**config.mk**
```make
export PLATFORM = sky130hd
export DESIGN_NAME = ps2_key_event_gen
export DESIGN_NICKNAME = d
export VERILOG_FILES = /design/src/rtl/ps2_key_event_gen_pkg.sv /design/src/rtl/ps2_key_event_gen_fifo.sv /design/src/rtl/ps2_key_event_gen.sv
export SDC_FILE = /design/constraint.sdc
export NUM_CORES = 1
export LEC_CHECK = 0
export CAP_MARGIN = 10
export CORE_MARGIN = 1
export CORE_UTILIZATION = 53
export CTS_CLUSTER_SIZE = 24
export DETAILED_ROUTE_END_ITERATION = 12
export GPL_ROUTABILITY_DRIVEN = 0
export MAX_ROUTING_LAYER = met4
export PLACE_DENSITY = 0.87
export SYNTH_ARGS = -nofsm -noshare
export SYNTH_HDL_FRONTEND = slang
export SYNTH_SLANG_ARGS = --single-unit
```
**constraint.sdc**
```tcl
create_clock -name clk_sys -period 6.8 [get_ports clk_sys]
set_input_delay 1.36 -clock clk_sys [delete_from_list [all_inputs] [get_ports clk_sys]]
set_output_delay 1.36 -clock clk_sys [all_outputs]
set_load 0.005 [all_outputs]
```
**src/rtl/ps2_key_event_gen_pkg.sv**
```systemverilog
// Shared types for the ps2_key event generator: event record, ps2_key bit positions, emitter states.
package ps2_key_pkg;

   typedef struct packed {
      logic       pressed;
      logic       ext;
      logic [7:0] code;
   } key_evt_t;

   localparam int KEY_TOGGLE_BIT  = 10;
   localparam int KEY_PRESSED_BIT = 9;
   localparam int KEY_EXT_BIT     = 8;

   typedef enum logic [1:0] {
      EMIT_IDLE,
      EMIT_OUT,
      EMIT_GAP
   } emit_state_t;

   function automatic key_evt_t mk_evt(input logic pressed, input logic [8:0] ecode);
      key_evt_t e;
      e.pressed = pressed;
      e.ext     = ecode[8];
      e.code    = ecode[7:0];
      return e;
   endfunction

endpackage

```
**src/rtl/ps2_key_event_gen_fifo.sv**
```systemverilog
// Single-clock show-ahead FIFO of key events; DEPTH must be a power of two so pointers wrap for free.
module key_evt_fifo
   import ps2_key_pkg::*;
#(
   parameter int DEPTH = 8
) (
   input  logic                     clk_i,
   input  logic                     rst_i,
   input  logic                     push_i,
   input  key_evt_t                 evt_i,
   input  logic                     pop_i,
   output key_evt_t                 evt_o,
   output logic                     full_o,
   output logic                     empty_o,
   output logic [$clog2(DEPTH):0]   level_o
);

   localparam int AW = $clog2(DEPTH);

   key_evt_t          mem_q [DEPTH];
   logic [AW-1:0]     wr_ptr_q, rd_ptr_q;
   logic [AW:0]       level_q;
   logic              do_push, do_pop;

   assign full_o  = (level_q == (AW+1)'(DEPTH));
   assign empty_o = (level_q == '0);
   assign level_o = level_q;
   assign evt_o   = mem_q[rd_ptr_q];
   assign do_push = push_i && !full_o;
   assign do_pop  = pop_i && !empty_o;

   always_ff @(posedge clk_i) begin
      if (do_push) mem_q[wr_ptr_q] <= evt_i;
   end

   always_ff @(posedge clk_i) begin
      if (rst_i) begin
         wr_ptr_q <= '0;
         rd_ptr_q <= '0;
         level_q  <= '0;
      end else begin
         if (do_push) wr_ptr_q <= wr_ptr_q + AW'(1);
         if (do_pop)  rd_ptr_q <= rd_ptr_q + AW'(1);
         case ({do_push, do_pop})
            2'b10:   level_q <= level_q + (AW+1)'(1);
            2'b01:   level_q <= level_q - (AW+1)'(1);
            default: level_q <= level_q;
         endcase
      end
   end

endmodule

```
**src/rtl/ps2_key_event_gen.sv**
```systemverilog
// Turns key levels into ps2_key toggle-strobe events via a round-robin scanner, event FIFO and paced emitter.
// Optional auto-repeat of the last pressed key is built when PS2_KEY_TYPEMATIC_EN is defined.
module ps2_key_event_gen
   import ps2_key_pkg::*;
#(
   parameter int NUM_KEYS      = 16,
   parameter int FIFO_DEPTH    = 8,
   parameter int GAP_CYCLES    = 64,
   parameter int REPEAT_DELAY  = 20000000,
   parameter int REPEAT_PERIOD = 4000000
) (
   input  logic                            clk_sys,
   input  logic                            reset,
   input  logic [NUM_KEYS-1:0]             key_state,
   input  logic [NUM_KEYS*9-1:0]           key_codes,
   output logic [10:0]                     ps2_key,
   output logic                            busy,
   output logic [$clog2(FIFO_DEPTH):0]     fifo_level
);

   localparam int IW = (NUM_KEYS > 1) ? $clog2(NUM_KEYS) : 1;
   localparam int GW = $clog2(GAP_CYCLES);

   if (NUM_KEYS < 1 || NUM_KEYS > 64) begin : g_bad_keys
      $error("NUM_KEYS must be 1..64");
   end
   if (FIFO_DEPTH < 2 || FIFO_DEPTH > 32 || (FIFO_DEPTH & (FIFO_DEPTH-1)) != 0) begin : g_bad_depth
      $error("FIFO_DEPTH must be a power of two in 2..32");
   end
   if (GAP_CYCLES < 2) begin : g_bad_gap
      $error("GAP_CYCLES must be >= 2");
   end
   if (REPEAT_DELAY < 1 || REPEAT_PERIOD < 1) begin : g_bad_rep
      $error("REPEAT_DELAY and REPEAT_PERIOD must be >= 1");
   end

   logic [8:0]          code_tab [NUM_KEYS];
   logic [IW-1:0]       idx_q;
   logic [NUM_KEYS-1:0] reported_q;
   logic                scan_push, push, pop;
   key_evt_t            push_evt, head_evt;
   logic                fifo_full, fifo_empty;
   emit_state_t         state_q;
   logic [GW-1:0]       gap_q;
   logic [10:0]         ps2_q;

   for (genvar g = 0; g < NUM_KEYS; g++) begin : g_code
      assign code_tab[g] = key_codes[9*g +: 9];
   end

   // fifo_full is the start-of-cycle occupancy, so a same-cycle pop never makes room
   assign scan_push = (key_state[idx_q] != reported_q[idx_q]) && !fifo_full;

   always_ff @(posedge clk_sys) begin
      if (reset) begin
         idx_q      <= '0;
         reported_q <= '0;
      end else begin
         idx_q <= (idx_q == IW'(NUM_KEYS-1)) ? '0 : idx_q + IW'(1);
         if (scan_push) reported_q[idx_q] <= key_state[idx_q];
      end
   end

`ifdef PS2_KEY_TYPEMATIC_EN
   logic          rep_act_q, rep_first_q, rep_pend_q;
   logic [IW-1:0] rep_idx_q;
   logic [31:0]   rep_cnt_q;
   logic          rep_push, rep_hit;

   assign rep_push = rep_pend_q && !scan_push && !fifo_full;
   assign rep_hit  = rep_first_q ? (rep_cnt_q == 32'(REPEAT_DELAY - 1))
                                 : (rep_cnt_q == 32'(REPEAT_PERIOD - 1));
   assign push     = scan_push || rep_push;
   assign push_evt = scan_push ? mk_evt(key_state[idx_q], code_tab[idx_q])
                               : mk_evt(1'b1, code_tab[rep_idx_q]);

   always_ff @(posedge clk_sys) begin
      if (reset) begin
         rep_act_q   <= 1'b0;
         rep_first_q <= 1'b0;
         rep_pend_q  <= 1'b0;
         rep_idx_q   <= '0;
         rep_cnt_q   <= '0;
      end else if (scan_push && key_state[idx_q]) begin
         rep_act_q   <= 1'b1;
         rep_first_q <= 1'b1;
         rep_pend_q  <= 1'b0;
         rep_idx_q   <= idx_q;
         rep_cnt_q   <= '0;
      end else if (scan_push && idx_q == rep_idx_q) begin
         rep_act_q  <= 1'b0;
         rep_pend_q <= 1'b0;
      end else if (rep_act_q) begin
         if (rep_push) rep_pend_q <= 1'b0;
         if (rep_hit) begin
            rep_cnt_q   <= '0;
            rep_first_q <= 1'b0;
            rep_pend_q  <= 1'b1;
         end else begin
            rep_cnt_q <= rep_cnt_q + 32'd1;
         end
      end
   end
`else
   assign push     = scan_push;
   assign push_evt = mk_evt(key_state[idx_q], code_tab[idx_q]);
`endif

   key_evt_fifo #(.DEPTH(FIFO_DEPTH)) u_fifo (
      .clk_i   (clk_sys),
      .rst_i   (reset),
      .push_i  (push),
      .evt_i   (push_evt),
      .pop_i   (pop),
      .evt_o   (head_evt),
      .full_o  (fifo_full),
      .empty_o (fifo_empty),
      .level_o (fifo_level)
   );

   assign pop = (state_q == EMIT_OUT);

   // GAP counts GAP_CYCLES-1..0, giving GAP_CYCLES+2 cycles between strobes
   always_ff @(posedge clk_sys) begin
      if (reset) begin
         state_q <= EMIT_IDLE;
         gap_q   <= '0;
         ps2_q   <= '0;
      end else begin
         case (state_q)
            EMIT_IDLE: if (!fifo_empty) state_q <= EMIT_OUT;
            EMIT_OUT: begin
               ps2_q   <= {~ps2_q[KEY_TOGGLE_BIT], head_evt};
               gap_q   <= GW'(GAP_CYCLES - 1);
               state_q <= EMIT_GAP;
            end
            EMIT_GAP: begin
               if (gap_q == '0) state_q <= EMIT_IDLE;
               else             gap_q   <= gap_q - GW'(1);
            end
            default: state_q <= EMIT_IDLE;
         endcase
      end
   end

   assign ps2_key = ps2_q;
   assign busy    = !fifo_empty || (state_q != EMIT_IDLE);

endmodule

```
## After elaboration in Yosys (flattened, before gate mapping)

Memory sizes are Yosys's and may differ from the RTL's. A register that Yosys moved wholly into a read port is not among the register bits.
Cells that the tools add are included.

| storage, ports and cells | value |
|---|---|
| bits in writable memories | 80 |
| word-level logic and storage cells | 64 |
| register bits | 49 |
| output and inout bits | 16 |
| memories | 1 |

Memories:

| memory | words | width | read ports | clocked after memory_dff | write ports | line | RTL |
|---|---|---|---|---|---|---|---|
| u_fifo.mem_q | 8 | 10 | 1 | 1 | 1 | ps2_key_event_gen_fifo.sv:20 | `key_evt_t mem_q [DEPTH];` |

| cells by class | value |
|---|---|
| bitwise gates (word level) | 2 |
| $lt $le $gt $ge | 3 |
| reductions and logical operators | 16 |
| add/sub/neg operators | 6 |
| eq/ne operators | 10 |
| muxes and demuxes | 18 |

Operators by type and width:

| kind | count |
|---|---|
| 9-bit binary-select mux with 4-bit select | 1 |
| 9-bit two-way mux | 2 |
| 16-bit bitwise mux | 1 |
| 6-bit one-hot mux with 2 select lines | 1 |
| 4-bit by 1-bit adder with 4-bit output, second input constant | 2 |
| 1-bit binary-select mux with 4-bit select | 2 |
| 4-bit == test, second input constant | 2 |
| 4-bit one-hot mux with 2 select lines | 1 |
| 3-bit by 1-bit adder with 3-bit output, second input constant | 2 |
| 6-bit zero test | 1 |
| 6-bit two-way mux | 1 |
| 2-bit inequality test, second input constant | 3 |
| 2-bit one-hot mux with 3 select lines | 1 |
| 2-bit nonzero test | 3 |
| 6-bit by 1-bit subtractor with 6-bit output, second input constant | 1 |
| 5-bit >= comparator, second input constant | 1 |
| 4-bit by 5-bit less-than comparator with 1-bit output, second input constant | 1 |
| 1-bit two-way mux | 5 |
| 4-bit inverter with 5-bit output | 1 |
| 1-bit demux with 4-bit select | 1 |
| 2-bit by 1-bit == test with 1-bit output, second input constant | 2 |
| 2-bit == test, second input constant | 2 |
| 4-bit by 1-bit >= comparator with 1-bit output, second input constant | 1 |
| 1-bit logical AND | 4 |
| 10 further kinds | 13 |

## Longest topological paths before layout

Gate-level depths: netlist of the first run.

| depth | value |
|---|---|
| word-level depth | 7 |
| mapped depth | 14 |

## By module

A second synthesis of the first run with hierarchy kept.

| second synthesis, totals | value |
|---|---|
| cells, all modules | 474 |
| area total of the unflattened synthesis | 6,957.9 µm² |

By module, submodules not included:

| module | cells each | times used | area an instance (µm²) |
|---|---|---|---|
| key_evt_fifo | 189 | 1 | 3,701.0 |
| ps2_key_event_gen | 285 | 1 | 3,256.9 |

## Least setup slack after synthesis of the first run

OpenSTA, ideal clock, no wires.

| timing | value |
|---|---|
| path kind | in2reg |
| from | input key_state[3] |
| to | memory u_fifo.mem_q[0][0] (netlist bit), enable pin |
| path buffers | 0 |
| stages on the path | 7 |
| slack | 2,552 ps |
| data arrival time | 3,844 ps |
| path through | mux4_1 mux2i_4 xnor2_2 a211oi_4 or2_2 inv_2 nor4_1 |

| on the way | value |
|---|---|
| cells in the longest elaborated chain, start to end | 7 |

RTL lines:

| item | line | RTL |
|---|---|---|
| start: declaration | ps2_key_event_gen.sv:14 | `input logic [NUM_KEYS-1:0] key_state,` |
| 1-bit binary-select mux with 4-bit select | ps2_key_event_gen.sv:52 | `assign scan_push = (key_state[idx_q] != reported_q[idx_q]) && !fifo_full;` |
| 1-bit two-way mux (implied by the code) | ps2_key_event_gen.sv:52 |  |
| 1-bit inequality test | ps2_key_event_gen.sv:52 |  |
| 1-bit logical AND | ps2_key_event_gen.sv:52 |  |
| 1-bit logical AND | ps2_key_event_gen_fifo.sv:29 | `assign do_push = push_i && !full_o;` |
| 1-bit two-way mux | ps2_key_event_gen_fifo.sv:33 | `if (do_push) mem_q[wr_ptr_q] <= evt_i;` |
| 1-bit two-way mux (implied by the code) | ps2_key_event_gen_fifo.sv:33 |  |
| end: declaration | ps2_key_event_gen_fifo.sv:20 |  |

No other way between the ends. The select of a mux whose other input is x is not followed.

## Final worst setup path of the first run

| timing | value |
|---|---|
| from | input key_state[1] |
| to | register u_fifo.level_q[2] (netlist: u_fifo.level_o[2]) |

| on the way | value |
|---|---|
| cells in the longest elaborated chain, start to end | 7 |
| elaborated cells between the ends (all ways) | 9 |
| classes of those cells | 3 x eq/ne; 3 x mux; 3 x reduce/logical |

RTL lines:

| item | line | RTL |
|---|---|---|
| 1-bit binary-select mux with 4-bit select * | ps2_key_event_gen.sv:52 |  |
| 1-bit two-way mux (implied by the code) * | ps2_key_event_gen.sv:52 |  |
| 1-bit inequality test * | ps2_key_event_gen.sv:52 |  |
| 1-bit logical AND * | ps2_key_event_gen.sv:52 |  |
| 1-bit logical AND * | ps2_key_event_gen_fifo.sv:29 |  |
| 2-bit by 1-bit == test with 1-bit output / 2-bit == test (equally long branches) | ps2_key_event_gen_fifo.sv:44 | `case ({do_push, do_pop})` |
| 4-bit one-hot mux with 2 select lines / 2-bit nonzero test (equally long branches) | -- |  |
| end signal: assignment | ps2_key_event_gen_fifo.sv:45 | `2'b10: level_q <= level_q + (AW+1)'(1);` |
| end signal: assignment | ps2_key_event_gen_fifo.sv:46 | `2'b01: level_q <= level_q - (AW+1)'(1);` |
| end signal: assignment | ps2_key_event_gen_fifo.sv:47 | `default: level_q <= level_q;` |
| end: declaration | ps2_key_event_gen_fifo.sv:22 | `logic [AW:0] level_q;` |

Every way passes the cells marked *; elsewhere a longest branch is shown, timed or not. The select of a mux whose other input is x is not followed.
A chain may end at the register's enable or synchronous reset.

==> results of run 1 <==
worst min path at each step:
| stage | depth (start not counted) | endpoint | slack [ns] |
|---|---|---|---|
| 2_1_floorplan | 2 | reported_q[15] | 0.43 |
| 3_3_place_gp | 2 | reported_q[15] | 0.45 |
| 3_5_place_dp | 2 | reported_q[15] | 0.45 |
| 4_1_cts | 2 | reported_q[15] | 0.46 |
| 5_1_grt | 2 | reported_q[15] | 0.48 |
| 6_report | 2 | reported_q[15] | 0.46 |
cells in the final DEF, fill, tap and decap left out, drive strengths merged:
| cell | count |
|---|---|
| clkdlybuf4s50 | 177 |
| edfxtp | 80 |
| mux4 | 73 |
| dfxtp | 49 |
| nor2 | 36 |
| o21ai | 21 |
| a21oi | 21 |
| mux2i | 21 |
| clkbuf | 20 |
| nand3 | 19 |
| inv | 15 |
| a211oi | 12 |
| ha | 11 |
| buf | 11 |
| nor2b | 9 |
| nand2 | 8 |
| xor2 | 8 |
| clkinv | 8 |
| nor3 | 7 |
| nand4 | 5 |
| xnor2 | 5 |
| nor4 | 4 |
| and3 | 3 |
| or2 | 2 |
| or3 | 2 |
| nor3b | 2 |
| nor4b | 1 |
| o31ai | 1 |
| nand2b | 1 |
| a311oi | 1 |
| and4 | 1 |
| mux2 | 1 |
| a22oi | 1 |
| a31oi | 1 |
| o32a | 1 |
| clkinvlp | 1 |
flip-flops by register name, indices dropped and copies added, names as in the netlist:
signal	cells
reported_q	16
gap_q	6
ps2_key	11
u_fifo.level_o	4
u_fifo.mem_q	80
u_fifo.wr_ptr_q	3
idx_q	4
u_fifo.rd_ptr_q	3
state_q	2
power groups by stage:
stage                     clock network (mW)  registers (mW)  logic, mW
after floorplan                            0            1.03      0.466
after global placement                     0            1.04      0.709
after detailed placement                   0            1.05      0.742
after CTS                              0.864            1.04      0.752
after global routing                   0.900            1.05      0.816
final                                  0.860            1.04      0.748
cell families after synthesis:
family | count (synthesis)
muxes | 95
AOI/OAI and AO/OA | 59
xor gates and xnor gates | 13
buffers and inverters | 43
adders and majority gates | 11
DFF | 129
and+or+nand+nor | 100
per-stage QoR:
stage                     total power [mW]  cells  hold slack (ns)
after detailed placement              1.79    773            0.454
after global routing                  2.77    807            0.480
after global placement                1.75    773            0.446
after CTS                             2.65    805            0.462
final                                 2.65    807            0.463
after floorplan                       1.50    450            0.432
metal layers:
| layer | wire length [um] | track usage (%) |
|---|---|---|
| met2 | 8780 | 49.4 |
| met4 | 514 | 12.5 |
| met1 | 6220 | 33.3 |
| met5 | 0 | - |
| met3 | 1240 | 6.70 |
worst register-to-register path, stage by stage (launching register included):
cell                       delay [ns]
sky130_fd_sc_hd__dfxtp_1         1.06
sky130_fd_sc_hd__mux4_1          0.43
sky130_fd_sc_hd__mux2i_1         0.30
sky130_fd_sc_hd__xnor2_2         0.22
sky130_fd_sc_hd__a211oi_4        0.43
sky130_fd_sc_hd__or2_2           0.22
sky130_fd_sc_hd__inv_2           0.08
sky130_fd_sc_hd__ha_1            0.25
sky130_fd_sc_hd__xor2_1          0.17
sky130_fd_sc_hd__ha_1            0.18
sky130_fd_sc_hd__a21oi_1         0.16
sky130_fd_sc_hd__xor2_1          0.12
sky130_fd_sc_hd__or3_1           0.31
sky130_fd_sc_hd__a21oi_1         0.14
layout make-up:
type / count / area, um2 / share of cell area, %
Sequential cell: 129 / 3390 / 37.2
Multi-Input combinational cell: 278 / 3030 / 33.3
Timing Repair Buffer: 189 / 1860 / 20.5
Clock buffer: 19 / 464 / 5.11
Tap cell: 168 / 210 / 2.31
Clock inverter: 13 / 100 / 1.10
Inverter: 11 / 41.3 / 0.454
==> results.md, run 1 <==
Pwr:
- The register share of total power is 39.2%.
- The clock network is responsible for 32.5% of the overall power.
- Net switching is 29.3% of the power.
- The analysis attributes to cell leakage a power of 3.04 nW.
- The relative contribution of combinational cells to total power is 28.3%.
- Power spread over the standard cell area amounts to 291 nW/um2.
- The highest ir drop seen on vdd is 0.209 mV.
- Summed over all nets, the switching power comes to 774 uW.
- Internal power comes to 1.87 mW.

Timing:
- Setup total negative slack on the finished layout was measured at 0 ns.
- The post-layout minimum cycle time is 4.51 ns.
- The relative max-transition margin is 25.6%.
- The worst-case setup margin in the final layout is 2.29 ns.
- The number of max-slew violations in the final report is 0.
- The final cycle utilization of the critical path is 66.3%.
- For the pin with the worst max-slew slack, the measured transition is 1.11 ns.
- Setup repair after global routing left no endpoint under its margin.
- Timing would allow up to 222 MHz.
- The worst clock skew is 0.0113 ns.
- Setup violations remaining at the end of the flow were counted as 0.
- The final-report hold violation count is 0.

Global route:
- Entering global routing, the biggest net connects 53 pins.
- The global-route usage over all layers is 29.1%.
- For this run the aggregate overflow at the end of global routing stands at 0.
- The first-pass GRT wire length is 26,800 um.
- The number of antenna violations at the first check in global routing was 0.
- The via count of the first global-routing pass is 5,187.

Placement:
- Once placement finished, the instance area stood at 8510 um2.
- During placement, the flow inserted port buffers numbering 177.
- At the placement stage, the worst setup path has a slack of 1.79 ns.
- The half-perimeter wire length after detailed placement is 12,100 um.

Cells and area:
- The number of nets in the finished design is 799.
- The post-layout utilization of the core is 75.4%.
- Compared with the post-synthesis result, the final layout area differs by 38.2%.
- The area of all placed cells without fillers is 9090 um2.
- The repair_antennas step left the layout with diodes totalling 0.
- The layout filler cell count is 728.
- The layout cell share with drive strength beyond 1 is 18.8%.

Synthesis:
- The number of synthesis warnings is 0.
- Sorting the synthesized cells by area gives the leading types as sky130_fd_sc_hd__edfxtp_1, sky130_fd_sc_hd__mux4_2, sky130_fd_sc_hd__dfxtp_1.
- After synthesis, the share of flip-flops with an asynchronous set or reset is 0%.
- Averaged over all synthesized cells, the footprint is 14.6 um2.
- The synthesized netlist devotes 5.36% of its cell area to compound gates.
- Counting distinct cell types in the post-synthesis netlist gives 41.
- Synthesis produced a netlist with a net count of 623.
- The synthesized-area fraction occupied by adder cells is 2.09%.
- The netlist area before placement is 6580 um2.
- The count of flip-flops with a built-in enable after synthesis is 80.
- Measured against the total synthesized area, the mux share comes to 29.0%.
- The share of synthesized area in the top cell type comes to 36.5%.
- The portion of the post-synthesis area used by sequential elements is 51.4%.
- The largest area contributor in the netlist is sky130_fd_sc_hd__edfxtp_1.
- By area, the combinational part of the netlist is dominated by multiplexers.
- After Yosys synthesis, and, or, nand and nor cells account for 7.68% of the synthesized area.
- The count of mapped cells out of synthesis is 450.
- The post-synthesis xor/xnor area fraction is 1.84%.
- The dominant synthesized flop cell is sky130_fd_sc_hd__edfxtp_1.
- By count the netlist is led by sky130_fd_sc_hd__edfxtp_1, sky130_fd_sc_hd__mux4_2, sky130_fd_sc_hd__dfxtp_1, sky130_fd_sc_hd__nor2_1.
- The count of state elements after synthesis is 129.
- The most common cell in the synthesized netlist is sky130_fd_sc_hd__edfxtp_1.

Detailed routing:
- The per-cell routed wire length is 20.8 um.
- After detailed routing, the total wire length is 16,700 um.
- The first TritonRoute pass finished after 5 iterations.
- Once detail routing completed, the nets flagged for antenna violations numbered 0.
- For this run, design rule violations remaining after detail routing come to 0.
- The number of DRC markers in iteration 0 is 440.
- Dividing the detail-routed via count by the number of cells gives 6.01.
- The count of vias placed by the detailed router is 4,851.

Critical path:
- The worst setup path endpoint is u_fifo.level_o[2].
- Among cell families on the critical path, the largest total delay comes from multiplexers.
- The number of cells on the worst reg-to-reg path is 13.
- The critical path contains buffers and inverters numbering 2 combined.
- In this run the critical register-to-register path is captured at u_fifo.level_o[2].
- Counting buffers and inverters, the worst setup path is 14 cells deep.
- The category of the worst setup path capture point is a register.
- The classification of the worst setup path is in2reg.
- For flop-to-flop paths, the worst setup slack is 2.64 ns.
- The signal arrival time at the worst endpoint is 4.85 ns.
- On the worst path, the slowest cell contributes a delay of 0.58 ns.
- The critical path starts at key_state[1].
- The signal on the critical path passes through clkdlybuf4s50_1, mux4_1, mux2i_4, xnor2_2, a211oi_4, or2_2, inv_2, ha_1, xor2_1, ha_1, a21oi_1, xor2_1, or3_1, a21oi_1.
- The cell type of the slowest stage on the worst timing path is sky130_fd_sc_hd__mux4_1.
- The worst setup path is launched from a primary input.
- Of all nets on the critical path, the largest fanout is 9.
- The worst endpoint required time is 7.14 ns.
- The startpoint identified for the worst register-to-register timing path is idx_q[3].

Clocking:
- In this run the number of H-tree levels came out at 4.
- Clock-pin slew was measured on the worst setup and hold paths at 0.06 ns.
- The number of resized instances in the post-cts repair step is 0.
- The clock tree from TritonCTS is yes.
- The number of hold buffers added after CTS is 0.
- The clock reaches the later pin of the worst-skew pair after 0.42 ns.
- The number of CTS-inserted buffers is 17.
- For this design, the sink count on the clock tree is 129.
- The clock tree root buffer cell is sky130_fd_sc_hd__clkbuf_16.
- After clock tree synthesis, the setup repair step added 0 buffers.
- The clock passes through at most 2 buffers.

Die:
- The die covers 12,900 um2.
- The initial utilization of the core area, before any placement, comes to 54.5%.
- The die is 113 um tall.
- The area of the core is 12,100 um2.
- Measured along the x axis, the die boundary spans 113 um.
- In this run the count of I/O pins placed on the die edge is 178.
- The number of standard-cell rows in the floorplan is 40.

Hold path:
- The origin of the worst min-delay path is reported_q[15].
- The tightest min-delay check is of the reg2reg type.

Run:
- Across the run, the number of max-cap violations was 0.

Outcome:
- The run finished with clean final reports.
Note: power is estimated with default switching activity, not from simulation.
==> inputs of run 2 (changes only) <==
Settings changed: CORE_UTILIZATION 53 to 44, PLACE_DENSITY 0.87 to 0.77.
Clock period 6.8 ns to 3.7 ns, I/O delays scaled along.
==> run 2 against run 1 <==
- final cell count is 3.6% higher
- core utilization is 12 points lower
- design area is 0.72% higher
- clock power is 70% higher
- critical path depth stayed put
- sequential share of layout area is 0.26 points lower
- clock-buffer cell count is 5 higher
- register-to-register slack worse by 2.3 ns
- critical path type unchanged
==> results.md, run 2 (synthesized netlist as in run 1, its figures left out) <==
Outcome:
- The flow ran to the end, and the final reports show no timing, DRC or antenna violations.

Pwr:
- The total power density per cell area was 521 nW/um2 (+79%).
- The highest ir drop seen on vdd was 0.336 mV (+61%).
- The static leakage is 3.08 nW (+1.5%).
- The power after layout is 4.77 mW (+80%).

Critical path:
- The critical path goes through clkdlybuf4s50_1, mux4_1, mux2i_1, xor2_1, and3_1, or2_2, inv_2, ha_1, xor2_1, ha_1, a21oi_1, xor2_1, or3_1, a21oi_1.
- The worst endpoint required time is 4.04 ns (-3.10 ns).
- The largest fanout on the critical path is 3 (-6).
- The critical path's largest stage delay was 0.49 ns (-0.09 ns).
- The signal arrival time at the worst endpoint was 3.76 ns (-1.09 ns).
- STA classifies the critical path endpoint as a register.
- Among cell families on the critical path, the largest total delay comes from simple AND/OR/NAND/NOR gates.
- The kind of start point of the critical path is a primary input.
- Counting stages on the worst path, the most repeated cell is sky130_fd_sc_hd__xor2_1.
- The cell type of the slowest stage on the worst timing path is sky130_fd_sc_hd__mux4_1.
- The classification of the worst setup path is in2reg.
- The combined buffer and inverter count along the critical path is 2 (unchanged).

Timing:
- The number of setup violations in the final report came to 0 (unchanged).
- The number of max-slew violations in the final report is 0 (unchanged).
- The top achievable clock speed is 292 MHz.
- The relative max-transition margin came to 27.1% (+1.5 points).
- The setup TNS came to 0 ns (unchanged).
- Counting I/O delays and the setup requirement, the final critical path takes 3.42 ns.
- The slew of the pin with the lowest slew margin is 1.09 ns (-0.0225 ns).
- Dividing the final minimum period by the clock period gives 92.6%.
- The worst-case setup margin in the final layout was 0.276 ns (-2.02 ns).
- Setup repair after global routing left no endpoint under its margin.
- The worst clock skew came to 0.0147 ns (+0.00338 ns).
- The final-report hold violation count is 0 (unchanged).

Detailed routing:
- The number of DRC markers in iteration 0 is 592 (+35%).
- The residual antenna-violating net count after detailed routing is 0 (unchanged).
- The per-cell routed wire length was 20.1 um (-3.4%).
- The total wirelength of the detailed-routed design came to 16,800 um (+0.12%).
- The count of vias placed by the detailed router is 4,803 (-0.99%).
- The remaining design rule violation count was 0 (unchanged).
- The number of detailed-route iterations in the first pass is 6 (+1).
- The post-detailed-route via-to-cell ratio is 5.75 (-4.4%).

Clocking:
- The clock sink total came to 129 (unchanged).
- The clock latency of the later-clocked register in the worst-skew pair is 0.41 ns (about the same).
- The clock transition at the register clock pins on the worst setup and hold paths after CTS is 0.05 ns (about the same).
- The post-CTS setup buffer count is 0 (unchanged).
- TritonCTS built the clock tree.
- The number of hold buffers added after CTS is 0 (unchanged).
- The level count of the clock H-tree is 4 (unchanged).
- The number of CTS-inserted buffers came to 17 (unchanged).
- The maximum number of buffers from clock root to sink came to 2 (unchanged).
- CTS placed an instance of sky130_fd_sc_hd__clkbuf_16 at the clock tree root.
- The number of resized instances in the post-cts repair step is 0 (unchanged).

Placement:
- The post-placement cell count is 803 (+3.9%).
- The half-perimeter wire length after detailed placement is 12,300 um (+1.6%).
- The setup slack at placement is -0.113 ns (-1.90 ns).
- The port buffer count is 177 (unchanged).

Die:
- The starting density of the core came to 45.3% (-9.3 points).
- The area of the core came to 14,500 um2 (+20%).
- The number of standard-cell rows in the floorplan is 44 (+10%).
- The total die area is 15,400 um2 (+20%).
- The die width is 124 um (+9.6%).
- The die height is 124 um (+9.6%).
- The I/O pin count is 178 (unchanged).

Cells and area:
- The layout cell share with drive strength beyond 1 was 19.2% (+0.42 points).
- The flip-flop count of the largest register after layout is 80 (unchanged).
- The most frequent standard cell in the layout excluding fill and tap cells is sky130_fd_sc_hd__clkdlybuf4s50_1.
- Compared with the post-synthesis result, the final layout area differs by 39.2%.
- The number of standard cells in the layout, taps in and fillers out came to 836 (+3.6%).
- The number of nets in the finished design is 811 (+1.5%).
- The register with the most flip-flops is u_fifo.mem_q.
- The top cell types in the final layout, fill and taps aside, are sky130_fd_sc_hd__clkdlybuf4s50_1, sky130_fd_sc_hd__edfxtp_1, sky130_fd_sc_hd__mux4_2.

Global route:
- The number of antenna violations at the first check in global routing is 1 (+1).
- The via count of the first global-routing pass was 5,008 (-3.5%).
- The aggregate global routing overflow is 0 (unchanged).
- The global-route usage over all layers came to 23.4% (-5.7 points).
- The first-pass GRT wire length was 26,700 um (-0.36%).
- The maximum number of pins on one net before global-route repair came to 53 (unchanged).

Run:
- The max-cap violation count is 0 (unchanged).

Hold path:
- The classification of the worst-slack hold path is reg2reg.
==> run 2: cell count changes in the layout (fill, tap and decap cells not counted), moves of 3 or more <==
cell	previous run	this run
sky130_fd_sc_hd__clkinv_4	5	0
sky130_fd_sc_hd__clkinv_2	2	6
sky130_fd_sc_hd__clkbuf_1	0	4
sky130_fd_sc_hd__buf_4	10	24
sky130_fd_sc_hd__inv_6	3	0
==> run 2: final timing paths <==
check | startpoint | to | slack, ns | cells after the start
setup / recovery | key_state[13] | u_fifo.level_o[2] | 0.28 | 14
hold / removal | reported_q[15] | reported_q[15] | 0.47 | 2
setup reg to reg | idx_q[3] | u_fifo.level_o[2] | 0.34 | 13
hold reg to reg | reported_q[15] | reported_q[15] | 0.47 | 2
==> run 2: layer usage <==
layer	track usage, %	wire [um]	vias up
met2	40.9	8980	251
li1	-	-	2185
met3	4.51	996	31
met1	27.4	6580	2336
met4	6.66	211	0
met5	-	0	-
==> run 2: cell type report <==
class / instances / area [um2]
fill: 1127 / 5380
timing repair buffer: 201 / 1950
clock buffer: 24 / 482
inverter: 11 / 41.3
sequential: 129 / 3390
antenna: 1 / 2.50
tap: 184 / 230
clock inverter: 8 / 37.5
multi-input combinational: 278 / 3030
==> run 2: report_power, final <==
group          leakage [nW]  internal, mW  total (mW)  switching, mW
logic                  1.69         0.775        1.39          0.617
clock network         0.262         0.896        1.46          0.562
registers              1.13          1.77        1.92          0.153
total                  3.08          3.44        4.77           1.33
==> run 2: worst register-to-register path, stage by stage (launching register included) <==
cell	delay, ns
sky130_fd_sc_hd__dfxtp_1	0.72
sky130_fd_sc_hd__mux4_1	0.41
sky130_fd_sc_hd__mux2i_1	0.26
sky130_fd_sc_hd__xor2_1	0.12
sky130_fd_sc_hd__and3_1	0.21
sky130_fd_sc_hd__or2_2	0.29
sky130_fd_sc_hd__inv_2	0.08
sky130_fd_sc_hd__ha_1	0.17
sky130_fd_sc_hd__xor2_1	0.18
sky130_fd_sc_hd__ha_1	0.16
sky130_fd_sc_hd__a21oi_1	0.05
sky130_fd_sc_hd__xor2_1	0.17
sky130_fd_sc_hd__or3_1	0.32
sky130_fd_sc_hd__a21oi_1	0.15
==> run 2: metrics by stage <==
| stage | util [%] | hold slack [ns] | instance area, um2 |
|---|---|---|---|
| 3_5_place_dp | 59.4 | 0.457 | 8630 |
| 2_1_floorplan | - | 0.432 | 6580 |
| 3_3_place_gp | 59.4 | 0.440 | 8630 |
| 6_report | 63.0 | 0.471 | 9160 |
| 5_1_grt | 63.0 | 0.492 | 9160 |
| 4_1_cts | 63.0 | 0.464 | 9150 |
